$ cat config.mk
export PLATFORM = sky130hd
export DESIGN_NAME = rx_fifo_arbiter
export DESIGN_NICKNAME = d
export VERILOG_FILES = /design/src/rtl/rx_fifo_pkg.sv /design/src/rtl/rx_fifo_arbiter_rr_pick.sv /design/src/rtl/rx_fifo_arbiter.sv
export SDC_FILE = /design/constraint.sdc
export NUM_CORES = 1
export LEC_CHECK = 0
export ABC_CLOCK_PERIOD_IN_PS = 7910
export CORE_MARGIN = 2
export CORE_UTILIZATION = 48
export CTS_CLUSTER_DIAMETER = 60
export DETAILED_ROUTE_END_ITERATION = 7
export PLACE_DENSITY = 0.87
export SYNTH_ARGS = -nofsm -noshare
export SYNTH_HDL_FRONTEND = slang
export SYNTH_HIERARCHICAL = 1
export SYNTH_SLANG_ARGS = --single-unit
export TNS_END_PERCENT = 30
$ cat constraint.sdc
create_clock -name sys_clk -period 7.91 [get_ports sys_clk]
set_input_delay 1.582 -clock sys_clk [delete_from_list [all_inputs] [get_ports sys_clk]]
set_output_delay 1.582 -clock sys_clk [all_outputs]
set_load 0.01 [all_outputs]
$ cat src/rtl/rx_fifo_pkg.sv
// Shared types and constants for the receive FIFO arbiter: length-entry layout,
// data word tags, FSM state encoding and the word-count helper.
package rx_fifo_pkg;

   localparam int          LEN_FRAME_BIT = 17;
   localparam logic [15:0] HDR_BYTES     = 16'd8;
   localparam logic [1:0]  TAG_HDR       = 2'b11;
   localparam logic [1:0]  TAG_DATA      = 2'b10;

   typedef enum logic [1:0] {IDLE, GRANT, FWD, DROP} state_t;

   // 17-bit result so a 16'hFFFF byte count rounds up without wrapping
   function automatic logic [16:0] word_count(input logic [15:0] len);
      return ({1'b0, len} + 17'd1) >> 1;
   endfunction

endpackage

$ cat src/rtl/rx_fifo_arbiter_rr_pick.sv
// Combinational round-robin priority encoder: returns the first requesting
// index at or after ptr, wrapping around N requesters.
module rr_pick #(
   parameter int N = 2,
   parameter int W = 1
) (
   input  logic [N-1:0] req,
   input  logic [W-1:0] ptr,
   output logic [W-1:0] grant,
   output logic         any
);

   logic [N-1:0] rotated;
   logic [N-1:0] scan;
   logic [W:0]   offset;
   logic [W:0]   sum;

   // rotate so bit 0 is the requester sitting at ptr
   assign rotated = N'({req, req} >> ptr);

   always_comb begin
      scan   = rotated;
      offset = '0;
      any    = 1'b0;
      for (int i = 0; i < N; i++) begin
         if (!any && scan[0]) begin
            offset = (W+1)'(i);
            any    = 1'b1;
         end
         scan = scan >> 1;
      end
      sum = {1'b0, ptr} + offset;
      if (sum >= (W+1)'(N))
         sum = sum - (W+1)'(N);
      grant = sum[W-1:0];
   end

endmodule

$ cat src/rtl/rx_fifo_arbiter.sv
// Round-robin drain of per-port length/data FIFO pairs into one framed stream.
// Optional per-port statistics counters are enabled with RX_FIFO_ARBITER_STATS_EN.
module rx_fifo_arbiter
   import rx_fifo_pkg::*;
#(
   parameter int          PORTS   = 2,
   parameter int          PW      = 1,
   parameter logic [15:0] MIN_LEN = HDR_BYTES
) (
   input  logic                sys_clk,
   input  logic                sys_rst,
   input  logic [18*PORTS-1:0] len_dout,
   input  logic [PORTS-1:0]    len_empty,
   output logic [PORTS-1:0]    len_rd_en,
   input  logic [18*PORTS-1:0] data_dout,
   input  logic [PORTS-1:0]    data_empty,
   output logic [PORTS-1:0]    data_rd_en,
   output logic [17:0]         out_data,
   output logic                out_valid,
   input  logic                out_ready,
   output logic                out_sof,
   output logic                out_eof,
   output logic [PW-1:0]       out_port,
   output logic [15:0]         out_len,
   output logic                err_pulse
`ifdef RX_FIFO_ARBITER_STATS_EN
   ,
   output logic [32*PORTS-1:0] stat_frames,
   output logic [32*PORTS-1:0] stat_gaps,
   output logic [32*PORTS-1:0] stat_errs
`endif
);

   state_t        state;
   logic [PW-1:0] sel;
   logic [PW-1:0] rr_ptr;
   logic [PW-1:0] pick;
   logic [PW-1:0] next_ptr;
   logic          any;
   logic [16:0]   remaining;
   logic          first;
   logic          is_gap;
   logic [17:0]   len_arr  [PORTS];
   logic [17:0]   data_arr [PORTS];
   logic [17:0]   head_len;
   logic [16:0]   head_wc;
   logic          head_gap;
   logic          head_short;
   logic          last_word;
   logic          xfer;

   generate
      for (genvar gi = 0; gi < PORTS; gi++) begin : g_split
         assign len_arr[gi]  = len_dout[18*gi +: 18];
         assign data_arr[gi] = data_dout[18*gi +: 18];
      end
   endgenerate

   rr_pick #(.N(PORTS), .W(PW)) u_pick (
      .req   (~len_empty),
      .ptr   (rr_ptr),
      .grant (pick),
      .any   (any)
   );

   assign head_len   = len_arr[sel];
   assign head_wc    = word_count(head_len[15:0]);
   assign head_gap   = !head_len[LEN_FRAME_BIT];
   assign head_short = head_len[15:0] < MIN_LEN;
   assign last_word  = remaining == 17'd1;
   assign next_ptr   = (int'(sel) == PORTS - 1) ? '0 : sel + 1'b1;
   assign xfer       = out_valid & out_ready;

   // Strobes are decoded from state so an async reset clears them immediately
   always_comb begin
      len_rd_en  = '0;
      data_rd_en = '0;
      out_valid  = 1'b0;
      out_sof    = 1'b0;
      out_eof    = 1'b0;
      err_pulse  = 1'b0;
      out_data   = '0;
      case (state)
         GRANT: begin
            len_rd_en[sel] = 1'b1;
            err_pulse      = !head_gap && head_short;
         end
         FWD: begin
            out_valid       = !data_empty[sel];
            out_data        = data_arr[sel];
            data_rd_en[sel] = !data_empty[sel] && out_ready;
            out_sof         = !data_empty[sel] && first;
            out_eof         = !data_empty[sel] && last_word;
         end
         DROP: data_rd_en[sel] = !data_empty[sel];
         default: ;
      endcase
   end

   always_ff @(posedge sys_clk or posedge sys_rst) begin
      if (sys_rst) begin
         state     <= IDLE;
         rr_ptr    <= '0;
         sel       <= '0;
         out_port  <= '0;
         out_len   <= '0;
         remaining <= '0;
         first     <= 1'b0;
         is_gap    <= 1'b0;
      end else begin
         case (state)
            IDLE: begin
               if (any) begin
                  sel   <= pick;
                  state <= GRANT;
               end
            end
            GRANT: begin
               out_len  <= head_len[15:0];
               out_port <= sel;
               first    <= 1'b1;
               is_gap   <= head_gap;
               if (head_gap) begin
                  remaining <= 17'd1;
                  state     <= DROP;
               end else if (head_short) begin
                  remaining <= head_wc;
                  if (head_wc == '0) begin
                     rr_ptr <= next_ptr;
                     state  <= IDLE;
                  end else begin
                     state <= DROP;
                  end
               end else begin
                  remaining <= head_wc;
                  state     <= FWD;
               end
            end
            FWD: begin
               if (xfer) begin
                  first     <= 1'b0;
                  remaining <= remaining - 17'd1;
                  if (last_word) begin
                     rr_ptr <= next_ptr;
                     state  <= IDLE;
                  end
               end
            end
            DROP: begin
               if (!data_empty[sel]) begin
                  remaining <= remaining - 17'd1;
                  if (last_word) begin
                     rr_ptr <= next_ptr;
                     state  <= IDLE;
                  end
               end
            end
            default: state <= IDLE;
         endcase
      end
   end

`ifdef RX_FIFO_ARBITER_STATS_EN
   logic frame_done;
   logic gap_done;

   assign frame_done = xfer && last_word;
   assign gap_done   = (state == DROP) && is_gap && !data_empty[sel] && last_word;

   generate
      for (genvar gi = 0; gi < PORTS; gi++) begin : g_stats
         logic        hit;
         logic [31:0] frames_cnt;
         logic [31:0] gaps_cnt;
         logic [31:0] errs_cnt;

         assign hit = sel == PW'(gi);
         assign stat_frames[32*gi +: 32] = frames_cnt;
         assign stat_gaps[32*gi +: 32]   = gaps_cnt;
         assign stat_errs[32*gi +: 32]   = errs_cnt;

         // counters saturate at all-ones instead of wrapping
         always_ff @(posedge sys_clk or posedge sys_rst) begin
            if (sys_rst) begin
               frames_cnt <= '0;
               gaps_cnt   <= '0;
               errs_cnt   <= '0;
            end else begin
               if (hit && frame_done && frames_cnt != '1)
                  frames_cnt <= frames_cnt + 32'd1;
               if (hit && gap_done && gaps_cnt != '1)
                  gaps_cnt <= gaps_cnt + 32'd1;
               if (hit && err_pulse && errs_cnt != '1)
                  errs_cnt <= errs_cnt + 32'd1;
            end
         end
      end
   endgenerate
`endif

endmodule
==> reports/qor.csv, run 1 <==
metric;value;unit
status;complete, no violations;
cts_resized;0;
criticalPathCategory;input pin to output port;
start_util;0.492;
worstPathMaxFanout;7;
cp.arrival;3.87;ns
drc;0;
design.die.area;7130;µm²
track_usage;0.260;
synth_top_cell_area_share;0.314;
final_cell_area;4440;µm²
reg2reg_to;state[0];
min_period_over_period;0.690;
synth_edf_count;0;
synth_area_leaders;dfrtp_1 31%, mux2i_1 12%, o21ai_0 6.3%;
maxCapViolCount;0;
reg2reg_from;sel;
routed_via_density;5.74;
cp-start-kind;input pin;
numCtsBuffers;5;
grt_start_max_net_pins;43;
rows;29;
drive_above_1_share;0.0423;
place_area;4320;µm²
synth_cells;386;
grt_setup_unrepaired;false;
clock-skew-final;0.0104;ns
syn2layout_area_growth;43.0;%
io_pins;122;
post-cts-setup-buffers;0;
synth-seq-area-share;0.314;
crit_required;6.33;ns
synth.largest_area_cell;dfrtp_1;
dp.final_hpwl;7130;µm
cts-root-buf;clkbuf_8;
synth_area;3100;µm²
crit_chain;clkdlybuf4s50_1 -> mux2i_1 -> nand2_1 -> nor2_1 -> nand4_1 -> nor4_1 -> clkdlybuf4s50_1;
ir_drop;0.359;mV
grt_pass1_wl;15100;µm
clkTransAtPathRegs;0.08;ns
grt_pass1_vias;3129;
yosys_warnings;6;
min_path_cells;2;
worstMarginPinSlew;1.23;ns
slowest_delay;0.61;ns
grt-ovfl-total;0;
crit_slowest_cell;clkdlybuf4s50_1;
die_width;84.4;µm
tns;0;ns
min_period;5.46;ns
hold_class;register to register;
synth_async_sr_flop_share;1.00;
n_antenna_cell;0;
maxClockFrequency;183;MHz
wl_per_cell;16.5;µm
endpoint_kind;output port;
drt_iter0_markers;240;
fin_nets;577;
cts_tree;yes;
setup_viol;0;
min_to;out_len[7];
cpMostUsedCell;clkdlybuf4s50_1;
coreArea;6310;µm²
final_common_cell;clkdlybuf4s50_1;
synthFlopType;dfrtp_1;
ys_types;56;
r2r_cells;11;
ctsHoldBuffers;0;
num_vias;3287;
finalHoldViolCount;0;
antenna_found_initial;0;
max_slew_margin;0.181;
drt_first_pass_iters;5;
synth_nets;468;
fin_util;0.703;
fillers;498;
place.gp.congestion;0.870;
ys_seq_elements;39;
htree_levels;2;
clock-sinks;39;
clk_path_buf_depth;2;
power_density;323;nW/µm²
r2r_slack;4.58;ns
p_leak;1.77;nW
syn_area_per_cell;8.04;µm²
slew_viol_final;0;
clk_latency;0.30;ns
routed_wl;9430;µm
ant_nets;0;
final_cell_mix;119 x clkdlybuf4s50_1, 51 x nand2_1, 41 x nor2_1;
port_buffers;119;
die_h;84.4;µm
hp-start;out_len[7];
==> stage by stage <==
step,cells,power (W),hold slack [ns],setup WS [ns]
2_1_floorplan,386,0.000909,0.437,3.66
3_3_place_gp,565,0.00121,0.451,2.43
3_5_place_dp,565,0.00124,0.458,2.50
4_1_cts,573,0.00143,0.481,2.47
5_1_grt,573,0.00154,0.507,2.24
6_report,573,0.00144,0.482,2.45
==> cell usage after synthesis (6+ instances only) <==
library cell / count
xor2_1: 10
nand3_1: 11
clkbuf_1: 14
mux2i_1: 36
nor2_1: 41
nor3_1: 8
nand4_1: 8
o22ai_1: 6
a32oi_1: 6
dfrtp_1: 39
nand2_1: 51
xnor2_1: 9
a21oi_1: 13
o21ai_0: 39
inv_1: 17
==> registers in the layout, indices dropped and copies added, names as in the netlist <==
name / flops
remaining: 17
out_len: 16
state: 2
first: 1
out_port: 1
rr_ptr: 1
sel: 1
==> critical path: cells and delay by family <==
family                 cells  cell delay, ns
buffers and inverters      2            1.03
muxes                      1            0.53
and+or+nand+nor            4            0.73
==> cells by family (layout without fill, tap and decap cells) <==
| family | Yosys count | count (layout) | synth area share |
|---|---|---|---|
| buffers and inverters | 37 | 147 | 0.0520 |
| and+or+nand+nor | 155 | 155 | 0.244 |
| AOI/OAI and AO/OA | 95 | 95 | 0.201 |
| adders and majority gates | 3 | 3 | 0.0121 |
| xor gates and xnor gates | 19 | 19 | 0.0536 |
| muxes | 38 | 38 | 0.123 |
| DFF | 39 | 39 | 0.314 |
==> per-layer routing <==
layer,GRT usage,part of all wire,vias up
met5,0,0,-
li1,-,-,1594
met2,0.451,0.50,121
met1,0.340,0.42,1554
met4,0.0707,0.018,0
met3,0.0413,0.057,18
==> worst max path at each step <==
stage	depth (start not counted)	to	slack, ns	startpoint
floorplan	5	err_pulse	3.66	len_dout[26]
CTS	7	err_pulse	2.47	len_dout[26]
global route	7	err_pulse	2.24	len_dout[26]
detailed placement	7	err_pulse	2.50	len_dout[26]
finish	7	err_pulse	2.45	len_dout[26]
global placement	7	err_pulse	2.43	len_dout[26]
==> cell type report <==
cell class	instances	area, µm²	share of cell area
Timing Repair Buffer	122	1210	0.273
Clock inverter	2	38.8	0.00874
Inverter	17	63.8	0.0144
Sequential cell	39	977	0.220
Multi-Input combinational cell	310	1970	0.443
Tap cell	77	96.3	0.0217
Clock buffer	6	82.6	0.0186
==> power by group <==
part	leakage (nW)	internal [W]	switching, W
sequential	0.468	0.000291	0.000110
clock	0.0618	0.000104	0.0000757
combinational	1.24	0.000412	0.000444
total	1.77	0.000807	0.000629
Note: power is estimated with default switching activity, not from simulation.
==> run 2, diff against run 1 <==
--- a/config.mk
+++ b/config.mk
@@ -5,12 +5,12 @@
 export SDC_FILE = /design/constraint.sdc
 export NUM_CORES = 1
 export LEC_CHECK = 0
-export ABC_CLOCK_PERIOD_IN_PS = 7910
+export ABC_CLOCK_PERIOD_IN_PS = 4400
 export CORE_MARGIN = 2
-export CORE_UTILIZATION = 48
+export CORE_UTILIZATION = 40
 export CTS_CLUSTER_DIAMETER = 60
 export DETAILED_ROUTE_END_ITERATION = 7
-export PLACE_DENSITY = 0.87
+export PLACE_DENSITY = 0.77
 export SYNTH_ARGS = -nofsm -noshare
 export SYNTH_HDL_FRONTEND = slang
 export SYNTH_HIERARCHICAL = 1
==> constraint.sdc (replaced) <==
create_clock -name sys_clk -period 4.4 [get_ports sys_clk]
set_input_delay 0.88 -clock sys_clk [delete_from_list [all_inputs] [get_ports sys_clk]]
set_output_delay 0.88 -clock sys_clk [all_outputs]
set_load 0.01 [all_outputs]
==> run 2 against run 1 <==
Clock skew grew 0.0013 ns. Non-clock buffer count grew 8. Highest routed layer unchanged. Combinational power grew 85%. Power grew 81%. Via count is essentially flat. Core utilization shrank 11 points.
==> reports/qor.csv, run 2 (synthesis results as in run 1) <==
metric;value;unit;change
p_leak;1.81;nW;was 1.77 nW
ir_drop;0.346;mV;was 0.359 mV
finalHoldViolCount;0;;unchanged
wl_per_cell;15.5;µm;was 16.5 µm
cts_tree;yes;;unchanged
largest_register;remaining;;unchanged
grt_setup_unrepaired;false;;unchanged
design.die.area;8480;µm²;was 7130 µm²
syn2layout_area_growth;45.9;%;was 43.0%
crit_required;3.52;ns;was 6.33 ns
maxClockFrequency;260;MHz;
reg_top3;remaining x17, out_len x16, state x2;;unchanged
slew_viol_final;0;;unchanged
endpoint_kind;output port;;unchanged
multi_input_area;1970;µm²;unchanged
cp-start-kind;input pin;;unchanged
fillers;696;;was 498
grt_start_max_net_pins;42;;was 43
routed_via_density;5.42;;was 5.74
reg2reg_from;sel;;unchanged
min_path_cells;2;;unchanged
start_util;0.408;;was 0.492
dp.final_hpwl;7380;µm;was 7130 µm
clock-skew-final;0.0118;ns;was 0.0104 ns
worstMarginPinSlew;0.798;ns;was 1.23 ns
tns;0;ns;unchanged
antenna_found_initial;0;;unchanged
max_slew_margin;0.466;;was 0.181
min_period;3.85;ns;
seqCellArea;977;µm²;unchanged
final_common_cell;clkdlybuf4s50_1;;unchanged
cp.arrival;2.97;ns;was 3.87 ns
total_power;0.00260;W;was 0.00144 W
fin_nets;585;;was 577
io_pins;122;;unchanged
drt_first_pass_iters;4;;was 5
r2r_slack;0.99;ns;was 4.58 ns
cts-root-buf;clkbuf_8;;unchanged
setup_slack;0.547;ns;was 2.45 ns
status;complete, no violations;;unchanged
criticalPathCategory;input pin to output port;;unchanged
largest_reg_flops;17;;unchanged
drive_above_1_share;0.0575;;was 0.0423
grt_pass1_vias;3125;;was 3129
clk_latency;0.30;ns;about the same
maxCapViolCount;0;;unchanged
die_width;92.1;µm;was 84.4 µm
num_vias;3285;;was 3287
worstPathMaxFanout;4;;was 7
rows;32;;was 29
power_density;574;nW/µm²;was 323 nW/µm²
hold_class;register to register;;unchanged
clock-sinks;39;;unchanged
post-cts-setup-buffers;0;;unchanged
reg2reg_to;state[0];;unchanged
track_usage;0.221;;was 0.260
ant_nets;0;;unchanged
htree_levels;2;;unchanged
clkTransAtPathRegs;0.08;ns;about the same
drt_iter0_markers;217;;was 240
numCtsBuffers;5;;unchanged
grt-ovfl-total;0;;unchanged
die_h;92.1;µm;was 84.4 µm
final_cell_mix;119 x clkdlybuf4s50_1, 51 x nand2_1, 41 x nor2_1;;unchanged
clk_path_buf_depth;2;;unchanged
cts_resized;0;;unchanged
place_ws;0.582;ns;was 2.50 ns
min_to;first;;was out_len[7]
n_antenna_cell;0;;unchanged
r2r_cells;11;;unchanged
port_buffers;119;;unchanged
routed_wl;9390;µm;was 9430 µm
setup_viol;0;;unchanged
grt_pass1_wl;15300;µm;was 15100 µm
min_period_over_period;0.876;;
place.gp.congestion;0.944;;was 0.870
ctsHoldBuffers;0;;unchanged
coreArea;7610;µm²;was 6310 µm²
drc;0;;unchanged
hp-start;first;;was out_len[7]
-- run 2: cell count changes in the layout (fill, tap and decap cells not counted) --
cell,delta
buf_4,+8
-- run 2: worst max-delay path, stage by stage --
cell and delay, ns:
clkdlybuf4s50_1 0.45, mux2i_1 0.38, nand2_1 0.15, nor2_1 0.12
nand4_1 0.15, nor4_1 0.23, clkdlybuf4s50_1 0.61
-- run 2: cell type report --
class                      count  area share
tap                          102      0.0282
clock buffer                   6      0.0182
multi-input combinational    310       0.434
sequential                    39       0.216
timing repair buffer         130       0.281
clock inverter                 2     0.00856
inverter                      17      0.0141
-- run 2: how the worst max path moves through the flow --
stage,start,to
after floorplan,len_dout[18],state[0]
after global placement,len_dout[21],err_pulse
after detailed placement,len_dout[31],err_pulse
after CTS,len_dout[21],err_pulse
after global routing,len_dout[21],err_pulse
final,len_dout[21],err_pulse
-- run 2: metrics by stage --
| step | instance area, µm² | hold WS, ns | util | std cells |
|---|---|---|---|---|
| after floorplan | 3100 | 0.437 | - | 386 |
| after global placement | 4410 | 0.454 | 0.580 | 598 |
| after detailed placement | 4410 | 0.462 | 0.580 | 598 |
| after CTS | 4530 | 0.482 | 0.596 | 606 |
| after global routing | 4530 | 0.510 | 0.596 | 606 |
| final | 4530 | 0.475 | 0.596 | 606 |
-- run 2: layer usage --
layer,vias up,track usage,share of wire,wire length (µm)
li1,1615,-,-,-
met1,1551,0.299,0.44,4150
met2,109,0.369,0.50,4710
met3,10,0.0312,0.047,440
met4,0,0.0597,0.0095,89
met5,-,0,0,0
-- run 2: power breakdown --
| part | internal [W] | switching (W) |
|---|---|---|
| combinational | 0.000770 | 0.000814 |
| sequential | 0.000524 | 0.000171 |
| clock | 0.000187 | 0.000137 |
| total | 0.00148 | 0.00112 |
